==> src/rtl/controller_sequencer.sv <==
`default_nettype none
// ============================================================================
// Module      : controller_sequencer
// Description : SAP-1 controller-sequencer. A one-hot six-state ring counter
//               (T1..T6) is decoded against the instruction opcode nibble
//               into the 12-bit control word CON:
//               {CP,EP,LM_BAR,CE_BAR,LI_BAR,EI_BAR,LA_BAR,EA,SU,EU,LB_BAR,LO_BAR}
//               Fetch (T1..T3) is fixed. Execute (T4..T6) depends on the
//               opcode. HLT freezes the ring at T4 until CLR.
//               Optional feature macro: SAP_SINGLE_STEP_EN adds MANUAL/STEP
//               inputs for single-stepping the ring one state per STEP pulse.
// Revision    : 1.0 - initial release
// ============================================================================
module controller_sequencer #(
    parameter logic [3:0] OPC_LDA = 4'h0,
    parameter logic [3:0] OPC_ADD = 4'h1,
    parameter logic [3:0] OPC_SUB = 4'h2,
    parameter logic [3:0] OPC_OUT = 4'hE,
    parameter logic [3:0] OPC_HLT = 4'hF
) (
    input  logic        CLK,
    input  logic        CLR,
`ifdef SAP_SINGLE_STEP_EN
    input  logic        MANUAL,
    input  logic        STEP,
`endif
    input  logic [3:0]  OPCODE,
    output logic [5:0]  T,
    output logic [11:0] CON,
    output logic        HLT
);

    // ------------------------------------------------------------------------
    // Ring states (one-hot, T[0]=T1 .. T[5]=T6)
    // ------------------------------------------------------------------------
    localparam logic [5:0] c_T1 = 6'b000001;
    localparam logic [5:0] c_T2 = 6'b000010;
    localparam logic [5:0] c_T3 = 6'b000100;
    localparam logic [5:0] c_T4 = 6'b001000;
    localparam logic [5:0] c_T5 = 6'b010000;
    localparam logic [5:0] c_T6 = 6'b100000;

    // ------------------------------------------------------------------------
    // Control words. Active-low lines sit high in the idle word, so 3E3 is
    // "nothing drives the bus, nothing loads, PC does not count".
    // ------------------------------------------------------------------------
    localparam logic [11:0] c_CON_NOP      = 12'h3E3;
    localparam logic [11:0] c_CON_PC_MAR   = 12'h5E3; // EP, LM_BAR low
    localparam logic [11:0] c_CON_PC_INC   = 12'hBE3; // CP
    localparam logic [11:0] c_CON_RAM_IR   = 12'h263; // CE_BAR, LI_BAR low
    localparam logic [11:0] c_CON_IR_MAR   = 12'h1A3; // EI_BAR, LM_BAR low
    localparam logic [11:0] c_CON_RAM_A    = 12'h2C3; // CE_BAR, LA_BAR low
    localparam logic [11:0] c_CON_RAM_B    = 12'h2E1; // CE_BAR, LB_BAR low
    localparam logic [11:0] c_CON_SUM_A    = 12'h3C7; // EU, LA_BAR low
    localparam logic [11:0] c_CON_DIFF_A   = 12'h3CF; // EU, SU, LA_BAR low
    localparam logic [11:0] c_CON_A_OUT    = 12'h3F2; // EA, LO_BAR low

    logic [5:0]  r_ring;
    logic        r_halted;
    logic        w_ring_ok;
    logic [5:0]  w_ring_next;
    logic        w_halt_req;
    logic        w_advance;
    logic [11:0] w_con_dec;

    // ------------------------------------------------------------------------
    // Ring bookkeeping. A non-one-hot ring cannot arise from reset and the
    // rotate path, but if it ever does the next edge snaps it back to T1.
    // ------------------------------------------------------------------------
    assign w_ring_ok   = (r_ring != 6'b000000) &&
                         ((r_ring & (r_ring - 6'd1)) == 6'b000000);
    assign w_ring_next = {r_ring[4:0], r_ring[5]};

    // Halt is requested while sitting in T4 with the HLT opcode latched in IR.
    assign w_halt_req  = (r_ring == c_T4) && (OPCODE == OPC_HLT) && !r_halted;

`ifdef SAP_SINGLE_STEP_EN
    logic r_step_d;

    // Remember last STEP level so each pulse produces exactly one advance.
    always_ff @(posedge CLK) begin
        if (CLR) begin
            r_step_d <= 1'b0;
        end else begin
            r_step_d <= STEP;
        end
    end

    // In manual mode the ring moves only on a fresh STEP rising edge.
    assign w_advance = !MANUAL || (STEP && !r_step_d);
`else
    assign w_advance = 1'b1;
`endif

    // Ring counter and halted flag; reset beats halt, halt beats advance.
    always_ff @(posedge CLK) begin
        if (CLR) begin
            r_ring   <= c_T1;
            r_halted <= 1'b0;
        end else if (r_halted) begin
            r_ring   <= r_ring;
        end else if (w_halt_req) begin
            r_halted <= 1'b1;
        end else if (!w_ring_ok) begin
            r_ring   <= c_T1;
        end else if (w_advance) begin
            r_ring   <= w_ring_next;
        end
    end

    // Decode ring state and opcode into the raw control word.
    always_comb begin
        w_con_dec = c_CON_NOP;
        case (r_ring)
            c_T1: w_con_dec = c_CON_PC_MAR;
            c_T2: w_con_dec = c_CON_PC_INC;
            c_T3: w_con_dec = c_CON_RAM_IR;
            c_T4: begin
                if ((OPCODE == OPC_LDA) || (OPCODE == OPC_ADD) ||
                    (OPCODE == OPC_SUB)) begin
                    w_con_dec = c_CON_IR_MAR;
                end else if (OPCODE == OPC_OUT) begin
                    w_con_dec = c_CON_A_OUT;
                end
            end
            c_T5: begin
                if (OPCODE == OPC_LDA) begin
                    w_con_dec = c_CON_RAM_A;
                end else if ((OPCODE == OPC_ADD) || (OPCODE == OPC_SUB)) begin
                    w_con_dec = c_CON_RAM_B;
                end
            end
            c_T6: begin
                if (OPCODE == OPC_ADD) begin
                    w_con_dec = c_CON_SUM_A;
                end else if (OPCODE == OPC_SUB) begin
                    w_con_dec = c_CON_DIFF_A;
                end
            end
            default: w_con_dec = c_CON_NOP;
        endcase
    end

    // Reset and halt both force the bus idle so the PC neither counts nor drives.
    assign CON = (CLR || r_halted) ? c_CON_NOP : w_con_dec;
    assign HLT = !CLR && (r_halted || w_halt_req);
    assign T   = r_ring;

endmodule
`default_nettype wire

==> config.mk <==
export PLATFORM = sky130hd
export DESIGN_NAME = controller_sequencer
export DESIGN_NICKNAME = d
export VERILOG_FILES = /design/src/rtl/controller_sequencer.sv
export SDC_FILE = /design/constraint.sdc
export NUM_CORES = 1
export LEC_CHECK = 0
export BUFFER_PORTS_ARGS = -buffer_cell sky130_fd_sc_hd__buf_2
export CORE_MARGIN = 5
export CORE_UTILIZATION = 48
export DETAILED_ROUTE_END_ITERATION = 10
export PLACE_DENSITY = 0.87
export SLEW_MARGIN = 20
export SYNTH_ARGS = -nofsm -noshare
export SYNTH_HDL_FRONTEND = slang
export SYNTH_SLANG_ARGS = --single-unit
export TNS_END_PERCENT = 30
==> constraint.sdc <==
create_clock -name CLK -period 1.72 [get_ports CLK]
set_input_delay 0.086 -clock CLK [delete_from_list [all_inputs] [get_ports CLK]]
set_output_delay 0.086 -clock CLK [all_outputs]
set_load 0.02 [all_outputs]
==> results of run 1 <==
## cells by family (layout without fill, tap and decap cells)
logic type,after synthesis,count (layout)
compound gates,21,21
flops,7,7
fa+ha+maj,1,1
buf+inv,12,42
xor+xnor,4,4
mux,1,1
simple gates,52,52
## cell usage in the layout (no fill, tap or decap), drive strengths merged, types with 2 or more instances in the layout
master  count
buf        36
nor2       11
dfxtp       7
nor3        6
nand3       5
nor4        5
nand2b      4
nand2       4
clkbuf      4
or2         3
xor2        3
and2        3
o21ai       3
nor3b       3
a22oi       2
o211ai      2
nand4       2
and3        2
nor2b       2
inv         2
a22o        2
o311ai      2
## per-layer routing
layer / track usage (%) / vias up / part of all wire, %
met5: 0 / - / 0
met4: 7.62 / 0 / 3.1
met3: 8.56 / 8 / 11
met2: 33.3 / 43 / 48
met1: 18.1 / 416 / 39
li1: - / 427 / -
## timing repair
action / CTS / global route
pin swaps: 3 / 6
resized for setup: 7 / 18
setup endpoints to repair: 10 / 10
cloned: 0 / 0
buffers inserted: 1 / 5
## cell type report
cell class	instances	area (um^2)	share of cell area (%)
Multi-Input combinational cell	79	618	59.1
Inverter	2	7.51	0.718
Timing Repair Buffer	36	220	21.1
Sequential cell	7	154	14.7
Tap cell	16	20.0	1.91
Clock buffer	4	26.3	2.51
## cell usage after synthesis, types with 4 or more instances
cell type,instances,area [um^2]
nand2b_1,4,25.0
nand2_1,4,15.0
buf_2,7,35.0
nor2_1,10,37.5
nand3_1,5,25.0
dfxtp_1,7,140
nor4_1,5,31.3
nor3_1,4,20.0
## how the worst max path moves through the flow
stage          from      to  slack, ns  cells past startpoint
2_1_floorplan  T[2]  CON[3]      -0.13                      5
3_3_place_gp   T[2]  CON[5]        0.1                      6
3_5_place_dp   T[3]     HLT       0.05                      4
4_1_cts        T[1]  CON[5]      -0.11                      4
5_1_grt        T[0]  CON[5]      -0.15                      4
6_report       T[0]  CON[5]      -0.09                      4
## worst max-delay path, delay by kind of cell, from the launching register on
kind            cells  cell delay, ns
buf+inv             1            0.19
flops               1            0.33
compound gates      2            0.40
simple gates        1            0.55
## stage by stage
step	utilization [%]	hold slack, ns	total power, uW	area (um^2)
finish	71.1	0.0848	824	1050
global route	71.1	0.0807	888	1050
CTS	63.2	0.0749	764	930
detailed placement	59.1	0.349	596	870
global placement	59.1	0.346	583	870
floorplan	-	0.158	484	738
## sequential cells by signal, summed over array words and instances, names as in the netlist
register / count
r_halted: 1
T: 6
## power breakdown
| group | switching (uW) | internal (uW) |
|---|---|---|
| logic | 281 | 197 |
| clock network | 65.4 | 88.8 |
| registers | 16.7 | 175 |
==> metrics.md, run 1 <==
| Metric | Value |
|---|---|
| Initial cell density of the core | about half |
| Min-Delay Endpoint | r_halted |
| Fill count | between 100 and 150 |
| Ports | 25 |
| VDD IR max | between 0.0008 and 0.0009 V |
| TritonRoute pass-1 iters | 4 |
| Crit. End Element | output pin |
| Final hold violations | 0 |
| Cell count of the worst hold path | 2 |
| Total gr overflow | 0 |
| Cell count after placement | 134 |
| Worst Skew | about 0.0069 ns |
| Clk sink count | 7 |
| CP max stage delay | 0.55 ns |
| Post-synthesis xor/xnor area fraction | 4.79% |
| Outcome | finished with violations |
| Row Count | 14 |
| DRT antenna net count | 0 |
| Critical register-to-register path startpoint | T[2] |
| Mean Syn Cell Area | 7.47 um^2 |
| Pre-CTS WS | between 0.04 and 0.05 ns |
| Worst r2r dst | T[1] |
| Worst skew pair latency | 0.26 ns |
| Post-DR wirelength/cell | 15.9 um |
| HP Class | in2reg |
| Critical setup path kind | reg2out |
| Post-synth ARST share | 0% |
| 1st-iter DRT viols | 30 |
| Vias | 894 |
| Startpoint type of the worst setup path | register |
| Top_reg_cell synth | dfxtp_1 |
| Total negative slack | -0.120 ns |
| Core ar. | between 1000 and 1500 um^2 |
| Lkg Pwr | between 0.0004 and 0.0005 uW |
| Post-synthesis compound-gate area fraction | 23.6% |
| Mapped Nets | 104 |
| Slew HR | 74.7% |
| Die height | between 40 and 50 um |
| Final setup fails | 4 |
| Worst setup margin | -0.0861 ns |
| Failing checks | negative setup slack |
| Min-delay src | CLR |
| Worst reg-to-reg setup slack | between 0.2 and 0.25 ns |
| Post-synth EDFFs | 0 |
| Die X | 49.1 um |
| CP arrival | 1.72 ns |
| YS warnings | 0 |
| Final wirelength | 2290 um |
| CTS Buf Count | 3 |
| Antenna diode count | 0 |
| CTS tree | done |
| CTS root buffer | clkbuf_4 |
| First-pass GRT wire length | 3620 um |
| Largest family of logic cells by synthesized area | simple AND/OR/NAND/NOR gates |
| CTS Hold Bufs | 0 |
| Nets | 135 |
| Largest net degree at the start of global routing | 18 |
| P per Cell Area | 788 nW/um^2 |
| GRT Overall Usage | 18.6% |
| Mux cell area share after synthesis | under 10% |
| Req. time, crit path | 1.63 ns |
| Mapped Cells | 98 |
| Sum of net half-perimeters after detailed placement | 1620 um |
| #FFs+latches synth | 7 |
| Yosys cell types | 40 |
| RSZ-0062 raised after global routing | true |
| Vias in the first global route | 873 |
| Initial antenna violation count | 0 |
| Seq/Total Area, Yosys | a little under a fifth |
| Post-Synthesis Cell Area | between 700 and 800 um^2 |
| Worst-path clk slew | ~0.06 ns |
| Worst Reg-to-Reg Cells | 6 |
| CP Max Fanout | 4 |
| Cell Chain, Critical Path | or4_4, o32a_1, o311ai_2, buf_4 |
| Max Cap Viol | 0 |
| Slowest-stage cell, CP | or4_4 |
| Synth Area in Adders | 1.37% |
| Share of layout cells above drive strength 1 | 49.2% |
| Tightest Pin Transition | 0.369 ns |
| Gpl congestion | slightly above 0.8 |
| Vias per inst | 6.21 |
| Minimum clock period | 1.81 ns |
| CTS max path bufs | 2 |
| CTS H-tree depth | 1 |
| Simple-gate area share of the yosys netlist | 41.4% |
| Pins Over Slew Limit | 0 |
| Fin cells | 144 |
| Port bufs | 24 |
| Max Freq | 554 MHz |
| Die Footprint | around 2400 um^2 |
| Layout area overhead | 42.9% |
| Final Cycle Share | 105% |
| Post-route DRC | 0 |
Power figures use the tool's default switching activity.
==> run 2: changes to the inputs <==
--- a/config.mk
+++ b/config.mk
@@ -9,7 +9,9 @@
 export CORE_MARGIN = 5
 export CORE_UTILIZATION = 48
 export DETAILED_ROUTE_END_ITERATION = 10
+export GPL_TIMING_DRIVEN = 0
 export PLACE_DENSITY = 0.87
+export RECOVER_POWER = 25
 export SLEW_MARGIN = 20
 export SYNTH_ARGS = -nofsm -noshare
 export SYNTH_HDL_FRONTEND = slang
==> run 2 against run 1 <==
Against the previous run: the flow still finishes with violations (negative setup slack); sequential share of layout area is 0.94 points lower; critical path type unchanged; largest power group unchanged; flip-flop and latch count stayed put; sequential power is 4% higher; hold slack better by 0.015 ns.
==> metrics.md, run 2 (synthesized netlist as in run 1, its figures left out) <==
| Metric | Value |
|---|---|
| Post-route DRC | 0 (unchanged) |
| Die Footprint | 2410 um^2 (unchanged) |
| Share of layout cells above drive strength 1 | 47.7% (-1.5 points) |
| Finished layout cell area | 1090 um^2 (+4.2%) |
| Max Cap Viol | 0 (unchanged) |
| Switching Fraction | 43.5% (-0.57 points) |
| Total negative slack | -0.579 ns (-0.459 ns) |
| Final setup fails | 8 (+4) |
| Dpl cell area | 878 um^2 (+1.0%) |
| Die X | 49.1 um (unchanged) |
| Outcome | finished with violations |
| P per Cell Area | 784 nW/um^2 (-0.43%) |
| DRT antenna net count | 0 (unchanged) |
| Initial cell density of the core | 49.7% (unchanged) |
| Layout area overhead | 48.9% |
| Total gr overflow | 0 (unchanged) |
| Crit. End Element | output pin |
| Final hold violations | 0 (unchanged) |
| Worst-path clk slew | 0.05 ns (about the same) |
| CTS H-tree depth | 1 (unchanged) |
| Port bufs | 24 (unchanged) |
| Initial antenna violation count | 0 (unchanged) |
| Most common cell after layout, fill and taps aside | buf_2 |
| Minimum clock period | 1.88 ns (+0.0739 ns) |
| Clk sink count | 7 (unchanged) |
| Vias | 925 (+3.5%) |
| Slew HR | 63.8% (-11 points) |
| Core ar. | 1470 um^2 (unchanged) |
| Logic pwr share | 59.4% (+1.4 points) |
| Final wirelength | 2460 um (+7.2%) |
| Antenna diode count | 0 (unchanged) |
| Sw Pwr | 372 uW (+2.4%) |
| Most frequent cells in the layout | 19 x buf_2, 11 x buf_4, 10 x nor2_1 |
| Max Freq | 532 MHz (-3.9%) |
| Sequential Area | 150 um^2 (-2.4%) |
| Failing checks | negative setup slack |
| CP arrival | 1.79 ns (+0.07 ns) |
| Largest net degree at the start of global routing | 11 (-7) |
| Ports | 25 (unchanged) |
| Tightest Pin Transition | 0.529 ns (+0.160 ns) |
| VDD IR max | 0.000478 V (-42%) |
| Max reg flops | 6 (unchanged) |
| TritonRoute pass-1 iters | 4 (unchanged) |
| Startpoint type of the worst setup path | register |
| Reg power frac | 23.4% (+0.2 points) |
| CP Max Fanout | 5 (+1) |
| Die height | 49.1 um (unchanged) |
| Post-DR wirelength/cell | 16.6 um (+4.3%) |
| HP Class | in2reg |
| Worst skew pair latency | 0.24 ns (-0.02 ns) |
| GRT Overall Usage | 19.2% (+0.65 points) |
| CTS tree | done |
| Gpl congestion | 0.843 (+4.7%) |
| Pre-CTS WS | -0.0260 ns (-0.0714 ns) |
| Worst Skew | 0.000426 ns (-0.00648 ns) |
| CTS Buf Count | 3 (unchanged) |
| Critical setup path kind | reg2out |
| CTS root buffer | clkbuf_4 |
| Final Cycle Share | 109% (+4.3 points) |
| Clock share of power | 17.2% (-1.5 points) |
| Fill count | 105 (-12%) |
| First-pass GRT wire length | 3790 um (+4.6%) |
| Vias per inst | 6.25 (+0.67%) |
| Vias in the first global route | 871 (-0.23%) |
| Nets | 139 (+3.0%) |
| 1st-iter DRT viols | 37 (+23%) |
| Sum of net half-perimeters after detailed placement | 1630 um (+0.46%) |
| CTS max path bufs | 2 (unchanged) |
| Req. time, crit path | 1.63 ns (about the same) |
| Footprint of the multi-input gates | 628 um^2 (+1.6%) |
| P_int | 483 uW (+4.8%) |
| Lkg Pwr | 0.000476 uW (+0.49%) |
| Pins Over Slew Limit | 0 (unchanged) |
| Worst setup margin | -0.160 ns (-0.0739 ns) |
| Row Count | 14 (unchanged) |
| Fin cells | 148 (+2.8%) |
| Cell count after placement | 138 (+3.0%) |
| RSZ-0062 raised after global routing | true |
[run 2: cell count changes in the layout (fill, tap and decap cells not counted), sizes merged]
cell    change
clkbuf      +5
buf         -1
[run 2: path summary, 6_finish.rpt]
kind             from  endpoint  slack [ns]  cells past startpoint
max              T[0]    CON[5]       -0.16                      4
min               CLR      T[1]         0.1                      2
max reg2reg      T[1]      T[0]        0.17                      5
min reg2reg  r_halted  r_halted        0.59                      2
[run 2: area by class of cell]
type | count | share of cell area (%)
plain buffers | 8 | 6.08
clock buffers | 4 | 2.41
inverters | 2 | 0.689
multi-input cells | 79 | 57.6
flip-flops and latches | 7 | 13.8
well taps | 16 | 1.84
repair buffers | 32 | 17.6
[run 2: critical path, cell delays in order (launching register included)]
cell      delay, ns
dfxtp_4        0.36
or4_4          0.57
o32a_1         0.32
o311ai_1       0.08
buf_2          0.22
[run 2: layer usage]
layer | vias to the layer above | track usage [%] | routed length (um)
li1 | 437 | - | -
met1 | 425 | 24.3 | 1020
met2 | 55 | 30.0 | 1150
met3 | 8 | 3.98 | 241
met4 | 0 | 10.8 | 48
met5 | - | 0 | 0
[run 2: power by group through the flow]
stage                     logic (uW)  clock network (uW)  registers, uW
after floorplan                  272                   0            212
after global placement           379                   0            195
after detailed placement         386                   0            196
after CTS                        438                 153            196
after global routing             551                 168            201
final                            508                 147            200
[run 2: per-stage QoR]
| step | hold WS (ns) | power, uW | util, % |
|---|---|---|---|
| after floorplan | 0.158 | 484 | - |
| after global placement | 0.345 | 574 | 59.7 |
| final | 0.0994 | 855 | 74.1 |
| after detailed placement | 0.351 | 582 | 59.7 |
| after global routing | 0.114 | 920 | 74.1 |
| after CTS | 0.0871 | 786 | 67.1 |
[run 2: repair_timing]
| action | CTS | global route |
|---|---|---|
| hold buffers | 0 | 0 |
| endpoints found under the hold margin | 0 | 0 |
| resized for setup | 16 | 19 |
| setup buffers | 5 | 3 |
| pin swaps | 6 | 7 |
| setup endpoints to repair | 9 | 9 |
==> run 3: changes to the inputs <==
--- a/config.mk
+++ b/config.mk
@@ -12,6 +12,7 @@
 export GPL_TIMING_DRIVEN = 0
 export PLACE_DENSITY = 0.87
 export RECOVER_POWER = 25
+export SETUP_SLACK_MARGIN = 0.4
 export SLEW_MARGIN = 20
 export SYNTH_ARGS = -nofsm -noshare
 export SYNTH_HDL_FRONTEND = slang
==> run 3 against run 2 <==
Against the previous run: the run still ends with negative setup slack left; clock power up 11%; critical path type unchanged; total power rose by 22%; register-to-register slack worse by 0.05 ns; worst setup slack worse by 0.052 ns; non-clock buffer count rose by 12; critical path depth up 1; hold slack lost 0.0081 ns; global-route usage is 2.3 points higher; first-iteration DRC count grew 43%; clock skew increased by 0.0022 ns.
==> metrics.md, run 3 (synthesized netlist as in run 1, its figures left out) <==
| Metric | Value |
|---|---|
| Outcome | finished with violations |
| Failing checks | negative setup slack |
| Most frequent cells in the layout | 25 x buf_4, 13 x buf_2, 11 x buf_6 |
| Ports | 25 (unchanged) |
| WP depth | 5 (+1) |
| Vias | 1057 (+14%) |
| Die X | 49.1 um (unchanged) |
| Largest net degree at the start of global routing | 11 (unchanged) |
| Slowest-stage cell, CP | or4_4 |
| HP Class | in2reg |
| Worst skew pair latency | 0.27 ns (+0.03 ns) |
| Tightest Pin Transition | 0.397 ns (-0.133 ns) |
| Initial antenna violation count | 0 (unchanged) |
| Share of layout cells above drive strength 1 | 65.3% (+18 points) |
| Total gr overflow | 0 (unchanged) |
| P_int | 580 uW (+20%) |
| Die height | 49.1 um (unchanged) |
| Post-route DRC | 0 (unchanged) |
| CTS Buf Count | 3 (unchanged) |
| Worst-path clk slew | 0.05 ns (about the same) |
| Sum of net half-perimeters after detailed placement | 1750 um (+7.6%) |
| GRT Overall Usage | 21.5% (+2.3 points) |
| Power, Total | 1050 uW (+22%) |
| VDD IR max | 0.000692 V (+45%) |
| CP max stage delay | 0.52 ns (-0.05 ns) |
| Worst reg-to-reg setup slack | 0.12 ns (-0.05 ns) |
| CTS Hold Bufs | 0 (unchanged) |
| Die Footprint | 2410 um^2 (unchanged) |
| Req. time, crit path | 1.63 ns (about the same) |
| 1st-iter DRT viols | 53 (+43%) |
| Initial cell density of the core | 49.7% (unchanged) |
| Minimum clock period | 1.93 ns (+0.0520 ns) |
| Gpl congestion | 0.854 (+1.3%) |
| Layout area overhead | 86.2% |
| Lkg Pwr | 0.000593 uW (+24%) |
| Max reg flops | 6 (unchanged) |
| Antenna diode count | 0 (unchanged) |
| Cell count after placement | 138 (unchanged) |
| Final Cycle Share | 112% (+3.0 points) |
| Slew HR | 72.9% (+9.1 points) |
| Most used cell, CP | buf_6 |
| CP Max Fanout | 4 (-1) |
| P per Cell Area | 768 nW/um^2 (-2.1%) |
| Worst setup margin | -0.212 ns (-0.0520 ns) |
| Clk sink count | 7 (unchanged) |
| Post-DR wirelength/cell | 20.8 um (+25%) |
| DRT antenna net count | 0 (unchanged) |
| Max Cap Viol | 0 (unchanged) |
| Max Freq | 518 MHz (-2.7%) |
| Crit path buffers/inverters | 2 (+1) |
| CTS H-tree depth | 1 (unchanged) |
| Worst Setup SP | T[1] |
| CTS tree | done |
| TritonRoute pass-1 iters | 4 (unchanged) |
| Crit path capture | CON[5] |
| Final setup fails | 7 (-1) |
| Worst Reg-to-Reg Cells | 7 (+2) |
| Nets | 151 (+8.6%) |
| Port bufs | 24 (unchanged) |
| Vias in the first global route | 898 (+3.1%) |
| CTS max path bufs | 2 (unchanged) |
| Critical setup path kind | reg2out |
| Cell Chain, Critical Path | buf_6, or4_4, o32a_1, o311ai_4, buf_6 |
| Row Count | 14 (unchanged) |
| Final hold violations | 0 (unchanged) |
| Worst r2r dst | T[3] |
| CTS root buffer | clkbuf_4 |
| Startpoint type of the worst setup path | register |
| Reg power frac | 20.1% (-3.3 points) |
| Clock share of power | 15.5% (-1.7 points) |
| RSZ-0062 raised after global routing | true |
| Sw Pwr | 466 uW (+25%) |
| Crit. End Element | output pin |
| First-pass GRT wire length | 4170 um (+10%) |
| Min Hold Slack | 0.0913 ns (-0.00809 ns) |
| CP top delay family | simple AND/OR/NAND/NOR gates |
| Critical register-to-register path startpoint | T[1] |
| Final wirelength | 3320 um (+35%) |
| Most common cell after layout, fill and taps aside | buf_4 |
| Fin cells | 160 (+8.1%) |
| Vias per inst | 6.61 (+5.7%) |
| Switching Fraction | 44.5% (+1.1 points) |
| Pre-CTS WS | -0.0224 ns (+0.00362 ns) |
| Core ar. | 1470 um^2 (unchanged) |
| Pins Over Slew Limit | 0 (unchanged) |
| CP arrival | 1.85 ns (+0.06 ns) |
| Worst Skew | 0.00261 ns (+0.00219 ns) |
| Logic pwr share | 64.4% (+5.0 points) |
-- run 3: changes by cell type in the layout (fill, tap and decap cells not counted), moves of 4 or more --
cell	change
buf_4	+14
clkbuf_1	-4
buf_2	-6
buf_6	+7
-- run 3: power groups by stage --
stage	Clock [uW]	Combinational, uW	Sequential [uW]
floorplan	0	361	219
global placement	0	471	204
detailed placement	0	485	205
CTS	154	587	202
global route	183	704	212
finish	163	673	210
-- run 3: worst min-delay path by stage --
stage	start	to	slack [ns]	cells past startpoint
3_3_place_gp	CLR	T[1]	0.34	2
2_1_floorplan	CLR	T[1]	0.15	1
5_1_grt	CLR	r_halted	0.09	2
6_report	CLR	r_halted	0.09	2
3_5_place_dp	CLR	T[1]	0.35	2
4_1_cts	CLR	T[1]	0.08	2
-- run 3: worst register-to-register path, delay by kind of cell, from the launching register on --
family	cells	cell delay (ns)
AND/OR/NAND/NOR	2	0.45
buffers and inverters	3	0.41
AO/OA/AOI/OAI	2	0.35
flip-flops	1	0.33
-- run 3: area by class of cell --
cell class,instances,area [um^2]
fillers,54,109
multi-input cells,79,726
well taps,16,20.0
flip-flops and latches,7,151
clock buffers,4,26.3
inverters,2,7.51
plain buffers,10,98.8
repair buffers,42,333
-- run 3: repair_timing --
action	in CTS	in global routing
buffers inserted	6	11
setup endpoints to repair	19	20
pin swaps	17	15
resized for setup	31	20
cloned	0	1
-- run 3: through the flow --
| stage | util (%) | setup TNS, ns | cell area (um^2) |
|---|---|---|---|
| 2_1_floorplan | - | 0 | 882 |
| 3_3_place_gp | 69.5 | 0 | 1020 |
| 3_5_place_dp | 69.5 | -0.0249 | 1020 |
| 4_1_cts | 81.3 | -0.820 | 1200 |
| 5_1_grt | 92.6 | -1.73 | 1360 |
| 6_report | 92.6 | -1.04 | 1360 |
-- run 3: metal layers --
layer  GRT usage, %  part of all wire, %
met1           26.2                   39
met2           37.6                   52
met3          0.917                  7.0
met4           11.2                  2.0
met5              0                    0
